--- config.mk ---
export PLATFORM = sky130hd
export DESIGN_NAME = mac_group_scheduler_flat
export DESIGN_NICKNAME = d
export VERILOG_FILES = /design/src/rtl/mac_group_scheduler_if.sv /design/src/rtl/mac_group_scheduler.sv /design/src/flat_wrapper.sv
export SDC_FILE = /design/constraint.sdc
export NUM_CORES = 1
export LEC_CHECK = 0
export ABC_AREA = 1
export CORE_MARGIN = 8
export CORE_UTILIZATION = 30
export DETAILED_ROUTE_END_ITERATION = 8
export PLACE_DENSITY = 0.55
export SYNTH_ARGS = -nofsm -noshare
export SYNTH_HDL_FRONTEND = slang
export SYNTH_SLANG_ARGS = --single-unit
--- constraint.sdc ---
create_clock -name clk -period 4.8 [get_ports clk]
set_input_delay 0.96 -clock clk [delete_from_list [all_inputs] [get_ports clk]]
set_output_delay 0.96 -clock clk [all_outputs]
set_load 0.05 [all_outputs]
--- src/rtl/mac_group_scheduler_if.sv ---
// Handshake/control bundle between the group scheduler and the frame controller / MAC datapath.
// Signal names match the legacy scheduler ports so existing connections map one-to-one.
interface mac_group_scheduler_if #(
  parameter int unsigned TAPS   = 28,
  parameter int unsigned LANES  = 28,
  parameter int unsigned GROUPS = 4
);
  localparam int unsigned PW = $clog2(TAPS);
  localparam int unsigned WW = $clog2(TAPS * GROUPS);
  localparam int unsigned GW = (GROUPS > 1) ? $clog2(GROUPS) : 1;

  logic          Start;
  logic          Drain_Ready;
  logic          Busy;
  logic          Acc_Clear;
  logic          Acc_En;
  logic [PW-1:0] Pixel_Select;
  logic [WW-1:0] Weight_Select;
  logic [GW-1:0] Group_Select;
  logic [LANES-1:0] Lane_En;
  logic          Drain_Valid;
  logic          Done;

  modport master (
    input  Start, Drain_Ready,
    output Busy, Acc_Clear, Acc_En, Pixel_Select, Weight_Select,
           Group_Select, Lane_En, Drain_Valid, Done
  );

  modport slave (
    output Start, Drain_Ready,
    input  Busy, Acc_Clear, Acc_En, Pixel_Select, Weight_Select,
           Group_Select, Lane_En, Drain_Valid, Done
  );
endinterface

--- src/rtl/mac_group_scheduler.sv ---
// Restartable per-frame sequencer for the shared MAC array: clear, accumulate, settle,
// then drain each lane under valid/ready, once per neuron group.
module mac_group_scheduler #(
  parameter int unsigned TAPS   = 28,
  parameter int unsigned LANES  = 28,
  parameter int unsigned GROUPS = 4,
  parameter int unsigned SETTLE = 6
) (
  input  logic                  clk,
  input  logic                  GlobalReset_n,
  mac_group_scheduler_if.master bus
);
  localparam int unsigned PW = $clog2(TAPS);
  localparam int unsigned WW = $clog2(TAPS * GROUPS);
  localparam int unsigned GW = (GROUPS > 1) ? $clog2(GROUPS) : 1;
  localparam int unsigned SW = (SETTLE > 1) ? $clog2(SETTLE) : 1;

  typedef enum logic [2:0] {
    S_IDLE,
    S_CLEAR,
    S_MAC,
    S_SETTLE,
    S_DRAIN,
    S_DONE
  } state_t;

  state_t           state_q, state_d;
  logic [PW-1:0]    tap_q, tap_d;
  logic [SW-1:0]    settle_q, settle_d;
  logic [LANES-1:0] lane_q, lane_d;
  logic [GW-1:0]    group_q, group_d;

  always_ff @(posedge clk) begin
    if (!GlobalReset_n) begin
      state_q  <= S_IDLE;
      tap_q    <= '0;
      settle_q <= '0;
      lane_q   <= '0;
      group_q  <= '0;
    end else begin
      state_q  <= state_d;
      tap_q    <= tap_d;
      settle_q <= settle_d;
      lane_q   <= lane_d;
      group_q  <= group_d;
    end
  end

  always_comb begin
    state_d  = state_q;
    tap_d    = tap_q;
    settle_d = settle_q;
    lane_d   = lane_q;
    group_d  = group_q;
    unique case (state_q)
      S_IDLE: begin
        if (bus.Start) begin
          group_d = '0;
          state_d = S_CLEAR;
        end
      end
      S_CLEAR: begin
        tap_d   = '0;
        state_d = S_MAC;
      end
      S_MAC: begin
        if (tap_q == PW'(TAPS - 1)) begin
          settle_d = '0;
          state_d  = S_SETTLE;
        end else begin
          tap_d = tap_q + 1'b1;
        end
      end
      S_SETTLE: begin
        if (settle_q == SW'(SETTLE - 1)) begin
          lane_d  = LANES'(1);
          state_d = S_DRAIN;
        end else begin
          settle_d = settle_q + 1'b1;
        end
      end
      S_DRAIN: begin
        // Lane advances only on an accepted transfer; a stall holds every output.
        if (bus.Drain_Ready) begin
          if (lane_q[LANES-1]) begin
            lane_d = '0;
            if (group_q == GW'(GROUPS - 1)) begin
              state_d = S_DONE;
            end else begin
              group_d = group_q + 1'b1;
              state_d = S_CLEAR;
            end
          end else begin
            lane_d = lane_q << 1;
          end
        end
      end
      S_DONE: begin
        group_d = '0;
        state_d = S_IDLE;
      end
      default: state_d = S_IDLE;
    endcase
  end

  // Outputs decode registered state only, so neither Start nor Drain_Ready reaches them combinationally.
  always_comb begin
    bus.Busy          = (state_q != S_IDLE);
    bus.Acc_Clear     = (state_q == S_CLEAR);
    bus.Acc_En        = (state_q == S_MAC);
    bus.Pixel_Select  = '0;
    bus.Weight_Select = '0;
    if (state_q == S_MAC) begin
      bus.Pixel_Select  = tap_q;
      bus.Weight_Select = WW'(group_q) * WW'(TAPS) + WW'(tap_q);
    end
    bus.Group_Select = group_q;
    bus.Lane_En      = lane_q;
    bus.Drain_Valid  = (state_q == S_DRAIN);
    bus.Done         = (state_q == S_DONE);
  end
endmodule

--- src/flat_wrapper.sv ---
// flat-port wrapper written by rule: the top's interface ports become plain ports
module mac_group_scheduler_flat 
#(
  parameter int unsigned TAPS   = 28,
  parameter int unsigned LANES  = 28,
  parameter int unsigned GROUPS = 4,
  parameter int unsigned SETTLE = 6
)
  (clk, GlobalReset_n, bus_Start, bus_Drain_Ready, bus_Busy, bus_Acc_Clear, bus_Acc_En, bus_Pixel_Select, bus_Weight_Select, bus_Group_Select, bus_Lane_En, bus_Drain_Valid, bus_Done);
  mac_group_scheduler_if #(.TAPS(TAPS), .LANES(LANES), .GROUPS(GROUPS)) bus_i ();
  input  logic clk;
  input  logic GlobalReset_n;
  input wire logic [$bits(bus_i.Start)-1:0] bus_Start;
  input wire logic [$bits(bus_i.Drain_Ready)-1:0] bus_Drain_Ready;
  output wire logic [$bits(bus_i.Busy)-1:0] bus_Busy;
  output wire logic [$bits(bus_i.Acc_Clear)-1:0] bus_Acc_Clear;
  output wire logic [$bits(bus_i.Acc_En)-1:0] bus_Acc_En;
  output wire logic [$bits(bus_i.Pixel_Select)-1:0] bus_Pixel_Select;
  output wire logic [$bits(bus_i.Weight_Select)-1:0] bus_Weight_Select;
  output wire logic [$bits(bus_i.Group_Select)-1:0] bus_Group_Select;
  output wire logic [$bits(bus_i.Lane_En)-1:0] bus_Lane_En;
  output wire logic [$bits(bus_i.Drain_Valid)-1:0] bus_Drain_Valid;
  output wire logic [$bits(bus_i.Done)-1:0] bus_Done;
  assign bus_i.Start = bus_Start;
  assign bus_i.Drain_Ready = bus_Drain_Ready;
  assign bus_Busy = bus_i.Busy;
  assign bus_Acc_Clear = bus_i.Acc_Clear;
  assign bus_Acc_En = bus_i.Acc_En;
  assign bus_Pixel_Select = bus_i.Pixel_Select;
  assign bus_Weight_Select = bus_i.Weight_Select;
  assign bus_Group_Select = bus_i.Group_Select;
  assign bus_Lane_En = bus_i.Lane_En;
  assign bus_Drain_Valid = bus_i.Drain_Valid;
  assign bus_Done = bus_i.Done;
  mac_group_scheduler #(.TAPS(TAPS), .LANES(LANES), .GROUPS(GROUPS), .SETTLE(SETTLE)) u_core (.clk(clk), .GlobalReset_n(GlobalReset_n), .bus(bus_i));
endmodule
==> results of run 1 <==
==> worst max path at each step <==
stage	start	to	slack [ps]	depth (start not counted)
2_1_floorplan	u_core.bus.Group_Select[0]	bus_Weight_Select[4]	1020	6
6_report	u_core.bus.Group_Select[0]	bus_Weight_Select[6]	890	10
3_3_place_gp	u_core.bus.Group_Select[0]	bus_Weight_Select[6]	1240	10
4_1_cts	u_core.bus.Group_Select[0]	bus_Weight_Select[6]	850	10
5_1_grt	u_core.bus.Group_Select[0]	bus_Weight_Select[6]	700	10
3_5_place_dp	u_core.bus.Group_Select[0]	bus_Weight_Select[6]	1190	10
==> power by group through the flow <==
stage | Combinational (uW) | Sequential [uW] | Clock [uW]
after floorplan | 446 | 525 | 0
after global placement | 677 | 458 | 0
final | 673 | 451 | 235
after global routing | 753 | 462 | 257
after CTS | 684 | 452 | 245
after detailed placement | 682 | 460 | 0
==> layout make-up <==
type	instances	area, um2
Timing Repair Buffer	51	508
Clock buffer	6	82.6
Clock inverter	1	7.51
Sequential cell	41	821
Inverter	27	104
Fill cell	804	4410
Tap cell	99	124
Multi-Input combinational cell	257	1200
==> cells in the mapped netlist (2+ instances only) <==
| master | number | share of area [%] |
|---|---|---|
| a21oi_1 | 17 | 3.8 |
| buf_2 | 2 | 0.45 |
| buf_4 | 5 | 1.7 |
| buf_6 | 5 | 2.5 |
| clkbuf_1 | 3 | 0.50 |
| dfxtp_1 | 41 | 37 |
| ha_1 | 10 | 5.6 |
| inv_1 | 23 | 3.9 |
| inv_2 | 3 | 0.50 |
| nand2_1 | 110 | 18 |
| nand2_2 | 4 | 1.1 |
| nand3_1 | 12 | 2.7 |
| nor2_1 | 81 | 14 |
| nor2_4 | 2 | 1.0 |
| o21ai_0 | 8 | 1.8 |
| xor2_1 | 3 | 1.2 |
==> per-stage QoR <==
stage	utilization (%)	setup WS, ps
2_1_floorplan	-	1020
3_5_place_dp	38.0	1190
6_report	39.2	887
5_1_grt	39.2	702
3_3_place_gp	38.0	1240
4_1_cts	39.2	853
==> logic make-up (layout without fill, tap and decap cells) <==
logic type | count (synthesis) | after routing
compound gates | 27 | 27
xor+xnor | 4 | 4
simple gates | 215 | 215
buf+inv | 43 | 85
flops | 41 | 41
fa+ha+maj | 11 | 11
==> registers in the layout, summed over array words and instances (netlist names) <==
register and flops:
u_core.settle_q 3, u_core.bus.Lane_En 28, u_core.state_q 3, u_core.bus.Group_Select 2
u_core.tap_q 5
==> worst min-delay path, delay by kind of cell, from the launching register on <==
kind             cells  cell delay, ps
AO/OA/AOI/OAI        1              50
flip-flops           1             340
AND/OR/NAND/NOR      1              70
==> layer usage <==
layer | vias to the layer above | wire length [um]
li1 | 1130 | -
met3 | 7 | 290
met2 | 33 | 2420
met4 | 0 | 91
met1 | 884 | 2430
met5 | - | 0
==> metrics.md, run 1 <==
| Metric | Value |
|---|---|
| Final net count | `398` |
| Starting Density | `30.9%` |
| Most common cell after layout, fill and taps aside | `nand2_1` |
| DIE WIDTH | `102 um` |
| WL/cell | `10.8 um` |
| Post-synthesis simple-gate area fraction | `39.1%` |
| Port buffer count | `50` |
| Largest net degree at the start of global routing | `55` |
| Hold Path Depth | `2` |
| Switch Pwr | `637 uW` |
| Placed instance area | `2760 um2` |
| Num rows | `31` |
| Yosys cell types | `28` |
| H-Tree Level Count | `2` |
| Max-cap violation count | `0` |
| HP Start | `u_core.bus.Lane_En[0]` |
| Iter 0 DRT Violations | `55` |
| Post-Synth XOR/XNOR Area | `1.56%` |
| I/O pin count | `51` |
| Slowest cell delay on critical path | `820 ps` |
| Worst path arrival time | `2950 ps` |
| Post-Syn Area | `2240 um2` |
| Synth Register Bits | `41` |
| Leak pwr | `0.00112 uW` |
| GRT met1 Usage | `12.4%` |
| Mux cell area share after synthesis | `0%` |
| Max Clk Rate | `256 MHz` |
| Placer congestion estimate | `0.783` |
| Vias per cell | `4.26` |
| CTS Sinks | `41` |
| Setup CP Type | `flop to primary output` |
| Final period utilization | `81.5%` |
| Yosys warnings | `0` |
| R2r endpoint | `u_core.bus.Lane_En[22]` |
| CTS Hold Buffers Added | `0` |
| Area grow syn2layout | `26.9%` |
| Crit-path cells | `inv_1 > ha_1 > inv_1 > fa_1 > nor2_1 > nor2_1 > nor2_1 > o21ai_0 > a21oi_1 > clkdlybuf4s50_1` |
| Cts repair resizes | `0` |
| CTS buffer count | `5` |
| Final Setup Violations | `0` |
| Post-synthesis compound-gate area fraction | `6.31%` |
| Remaining antenna violation count | `0` |
| Met2 Track Usage GR | `17.5%` |
| Final std cells w/o fill | `482` |
| Worst Reg-to-Reg Cells | `9` |
| Synth Flop Type | `dfxtp_1` |
| Async set-reset flop share out of synthesis | `0%` |
| Final min period | `3910 ps` |
| DRC | `0` |
| Final hold violation count | `0` |
| Mapped Cells | `341` |
| EDFF count, synth | `0` |
| Design Area, Final | `2850 um2` |
| Net Sw Frac | `46.9%` |
| Crit path buffers/inverters | `3` |
| CTS Buffer Depth | `2` |
| Peak VDD IR | `157 uV` |
| Vias in the first global route | `1867` |
| Pwr dens | `477 nW/um2` |
| First-pass GRT wire length | `8850 um` |
| Post-DP HPWL | `3810 um` |
| Reg-to-reg startpoint | `u_core.state_q[0]` |
| Tot Pwr | `1360 uW` |
| Clock transition time at the flip-flop clock pins of the worst setup and hold paths | `80 ps` |
| Synth Area in Adders | `6.47%` |
| Share of cells above drive strength 1 | `5.48%` |
| Worst slew margin | `65.3%` |
| Max-slew violations | `0` |
| Final Skew | `4.24 ps` |
| Slowest CP cell | `clkdlybuf4s50_1` |
| Die height | `102 um` |
| Clock Latency Late Sink | `290 ps` |
| RSZ-0062 raised after global routing | `false` |
| Flop2flop setup slack | `3050 ps` |
| WHS | `500 ps` |
| Nature of the critical path startpoint | `flop` |
| Grt ovf | `0` |
| Most frequent cells in the layout | `nand2_1, nor2_1, clkdlybuf4s50_1, dfxtp_1, inv_1` |
| TNS Setup | `0 ps` |
| Min-delay worst type | `flop to flop` |
| Final WL | `5230 um` |
| Pint | `721 uW` |
| Overall Global Routing Usage | `10.6%` |
| Req. time, crit path | `3840 ps` |
| Avg Inst Size Synth | `6.58 um2` |
| Most used routing layer | `met2` |
| Postcts setup bufs | `0` |
| Vias | `2054` |
| Status | `finished, final reports clean` |
| # diodes | `0` |
| Placed insts | `475` |
| Largest family of logic cells by synthesized area | `simple AND/OR/NAND/NOR gates` |
| Crit-path leading delay family | `buffers and inverters` |
| Seq/Total Area, Yosys | `36.6%` |
| Critical path fanouts, max | `5` |
| Core Box Area | `7250 um2` |
| Die ar. | `10500 um2` |
| CTS tree | `built` |
| Worst-Margin Slew | `520 ps` |
| Root Driver | `clkbuf_8` |
| CP Capture Type | `primary output` |
| Worst Hold Path EP | `u_core.bus.Lane_En[0]` |
| Top cell by count, worst path | `nor2_1` |
| Grt met3 use | `3.13%` |
| Sequential share of power | `33.2%` |
| Clock Power Share | `17.3%` |
| Initial antenna violation count | `0` |
| Post-Syn Nets | `356` |
| First-pass iteration count of the detailed router | `4` |
| Comb pwr share | `49.6%` |
(Power assumes the default switching activity.)
==> inputs of run 2 (changes only) <==
--- a/config.mk
+++ b/config.mk
@@ -9,7 +9,7 @@
 export CORE_MARGIN = 8
 export CORE_UTILIZATION = 30
 export DETAILED_ROUTE_END_ITERATION = 8
-export PLACE_DENSITY = 0.55
+export PLACE_DENSITY = 0.57
 export SYNTH_ARGS = -nofsm -noshare
 export SYNTH_HDL_FRONTEND = slang
 export SYNTH_SLANG_ARGS = --single-unit
==> constraint.sdc (replaced) <==
create_clock -name clk -period 3.4 [get_ports clk]
set_input_delay 0.68 -clock clk [delete_from_list [all_inputs] [get_ports clk]]
set_output_delay 0.68 -clock clk [all_outputs]
set_load 0.05 [all_outputs]
==> run 2 against run 1 <==
  * Sequential power is 41% higher
  * Highest routed layer unchanged
  * Critical path type unchanged
  * Critical endpoint is now bus_Weight_Select[3]
  * Global-route usage is 0.20 points higher
  * Largest cell class unchanged
  * Clock skew is 3.5 ps higher
  * Largest power group unchanged
==> metrics.md, run 2 (same netlist as run 1, synthesis figures left out) <==
| Metric | Value |
|---|---|
| Placer congestion estimate | `0.800 (+2.1%)` |
| First-pass iteration count of the detailed router | `4 (unchanged)` |
| Cts repair resizes | `0 (unchanged)` |
| Hold Path Depth | `2 (unchanged)` |
| Clock Latency Late Sink | `290 ps (about the same)` |
| R2r endpoint | `u_core.bus.Lane_En[3]` |
| RSZ-0062 raised after global routing | `false` |
| Flop2flop setup slack | `1630 ps (-1420 ps)` |
| I/O pin count | `51 (unchanged)` |
| Final Skew | `7.71 ps (+3.47 ps)` |
| Worst Hold Path EP | `u_core.bus.Lane_En[0]` |
| Final WL | `5350 um (+2.4%)` |
| Min-delay worst type | `flop to flop` |
| Final min period | `3220 ps` |
| Setup CP Type | `flop to primary output` |
| CTS Hold Buffers Added | `0 (unchanged)` |
| Root Driver | `clkbuf_8` |
| Iter 0 DRT Violations | `92 (+67%)` |
| Max FFs per register | `28 (unchanged)` |
| Final hold violation count | `0 (unchanged)` |
| Pwr dens | `689 nW/um2 (+44%)` |
| # diodes | `0 (unchanged)` |
| HP Start | `u_core.bus.Lane_En[0]` |
| Share of cells above drive strength 1 | `6.27% (+0.78 points)` |
| Die height | `102 um (unchanged)` |
| Largest net degree at the start of global routing | `55 (unchanged)` |
| Grt ovf | `0 (unchanged)` |
| Die ar. | `10500 um2 (unchanged)` |
| Max-slew violations | `0 (unchanged)` |
| Critical path fanouts, max | `5 (unchanged)` |
| Reg-to-reg startpoint | `u_core.state_q[0]` |
| DIE WIDTH | `102 um (unchanged)` |
| Vias in the first global route | `1950 (+4.4%)` |
| Initial antenna violation count | `0 (unchanged)` |
| Num rows | `31 (unchanged)` |
| Worst Reg-to-Reg Cells | `9 (unchanged)` |
| Vias | `2077 (+1.1%)` |
| Port buffer count | `50 (unchanged)` |
| Worst slew margin | `64.6% (-0.67 points)` |
| Worst-Margin Slew | `530 ps (+10.0 ps)` |
| Max Clk Rate | `311 MHz` |
| Most frequent cells in the layout | `nand2_1, nor2_1, clkdlybuf4s50_1, dfxtp_1, inv_1` |
| Status | `finished, final reports clean` |
| Nature of the critical path startpoint | `flop` |
| Crit-path cells | `inv_1 > ha_1 > inv_1 > fa_1 > nor2_1 > clkdlybuf4s50_1` |
| First-pass GRT wire length | `9180 um (+3.7%)` |
| CTS Buffer Depth | `2 (unchanged)` |
| CTS buffer count | `5 (unchanged)` |
| Post-DP HPWL | `3860 um (+1.3%)` |
| Core Box Area | `7250 um2 (unchanged)` |
| Crit-path leading delay family | `buffers and inverters` |
| Top cell by count, worst path | `inv_1` |
| Final Setup Violations | `0 (unchanged)` |
| WHS | `501 ps (+1.59 ps)` |
| CP Capture Type | `primary output` |
| H-Tree Level Count | `2 (unchanged)` |
| Peak VDD IR | `219 uV (+40%)` |
| Req. time, crit path | `2720 ps (-1120 ps)` |
| Leak pwr | `0.00117 uW (+4.7%)` |
| Most common cell after layout, fill and taps aside | `nand2_1` |
| Worst path arrival time | `2540 ps (-410 ps)` |
| Max-cap violation count | `0 (unchanged)` |
| Postcts setup bufs | `0 (unchanged)` |
| Crit path buffers/inverters | `3 (unchanged)` |
| CTS tree | `built` |
| Remaining antenna violation count | `0 (unchanged)` |
| WL/cell | `11.1 um (+2.4%)` |
| TNS Setup | `0 ps (unchanged)` |
| Overall Global Routing Usage | `10.8% (+0.20 points)` |
| Slowest CP cell | `clkdlybuf4s50_1` |
| Util after Layout | `39.7% (+0.52 points)` |
| CTS Sinks | `41 (unchanged)` |
| Final net count | `398 (unchanged)` |
| Vias per cell | `4.31 (+1.1%)` |
| Final period utilization | `94.6%` |
| Slowest cell delay on critical path | `810 ps (about the same)` |
| Area grow syn2layout | `28.6%` |
| DRC | `0 (unchanged)` |
| Clock transition time at the flip-flop clock pins of the worst setup and hold paths | `80 ps (about the same)` |
| Starting Density | `30.9% (unchanged)` |
-- run 2: layout make-up --
cell class | count | area (um2)
fill | 800 | 4370
multi-input combinational | 257 | 1210
sequential | 41 | 821
timing repair buffer | 51 | 523
tap | 99 | 124
inverter | 27 | 104
clock buffer | 5 | 68.8
clock inverter | 2 | 35.0
-- run 2: tightest hold or removal path, stage by stage (launching register included) --
cell,delay [ps]
dfxtp_1,340
nand2_1,70
a21oi_1,50
-- run 2: metrics by stage --
stage	cell area (um2)	setup WS (ps)	cells	total power, uW
after global placement	2770	388	475	1610
after CTS	2880	28.5	482	2010
final	2880	184	482	1990
after floorplan	2250	199	341	1370
after global routing	2880	11.8	482	2140
after detailed placement	2770	359	475	1620
-- run 2: how the worst max path moves through the flow --
stage | start | depth (start not counted) | endpoint
CTS | u_core.bus.Group_Select[0] | 9 | bus_Weight_Select[5]
global placement | u_core.bus.Group_Select[0] | 9 | bus_Weight_Select[5]
floorplan | u_core.bus.Group_Select[0] | 9 | bus_Weight_Select[6]
detailed placement | u_core.bus.Group_Select[0] | 9 | bus_Weight_Select[5]
finish | u_core.bus.Group_Select[0] | 6 | bus_Weight_Select[3]
global route | u_core.bus.Group_Select[0] | 6 | bus_Weight_Select[3]
-- run 2: power breakdown --
group / switching (uW) / leakage, uW / internal, uW
combinational: 660 / 0.000788 / 308
sequential: 86.7 / 0.000332 / 550
clock: 169 / 0.0000540 / 214
-- run 2: routing by layer --
layer	vias up	track usage, %	share of wire, %
li1	1123	-	-
met1	917	13.5	48
met2	31	17.6	46
met3	6	2.52	4.1
met4	0	4.06	1.4
met5	-	0	0
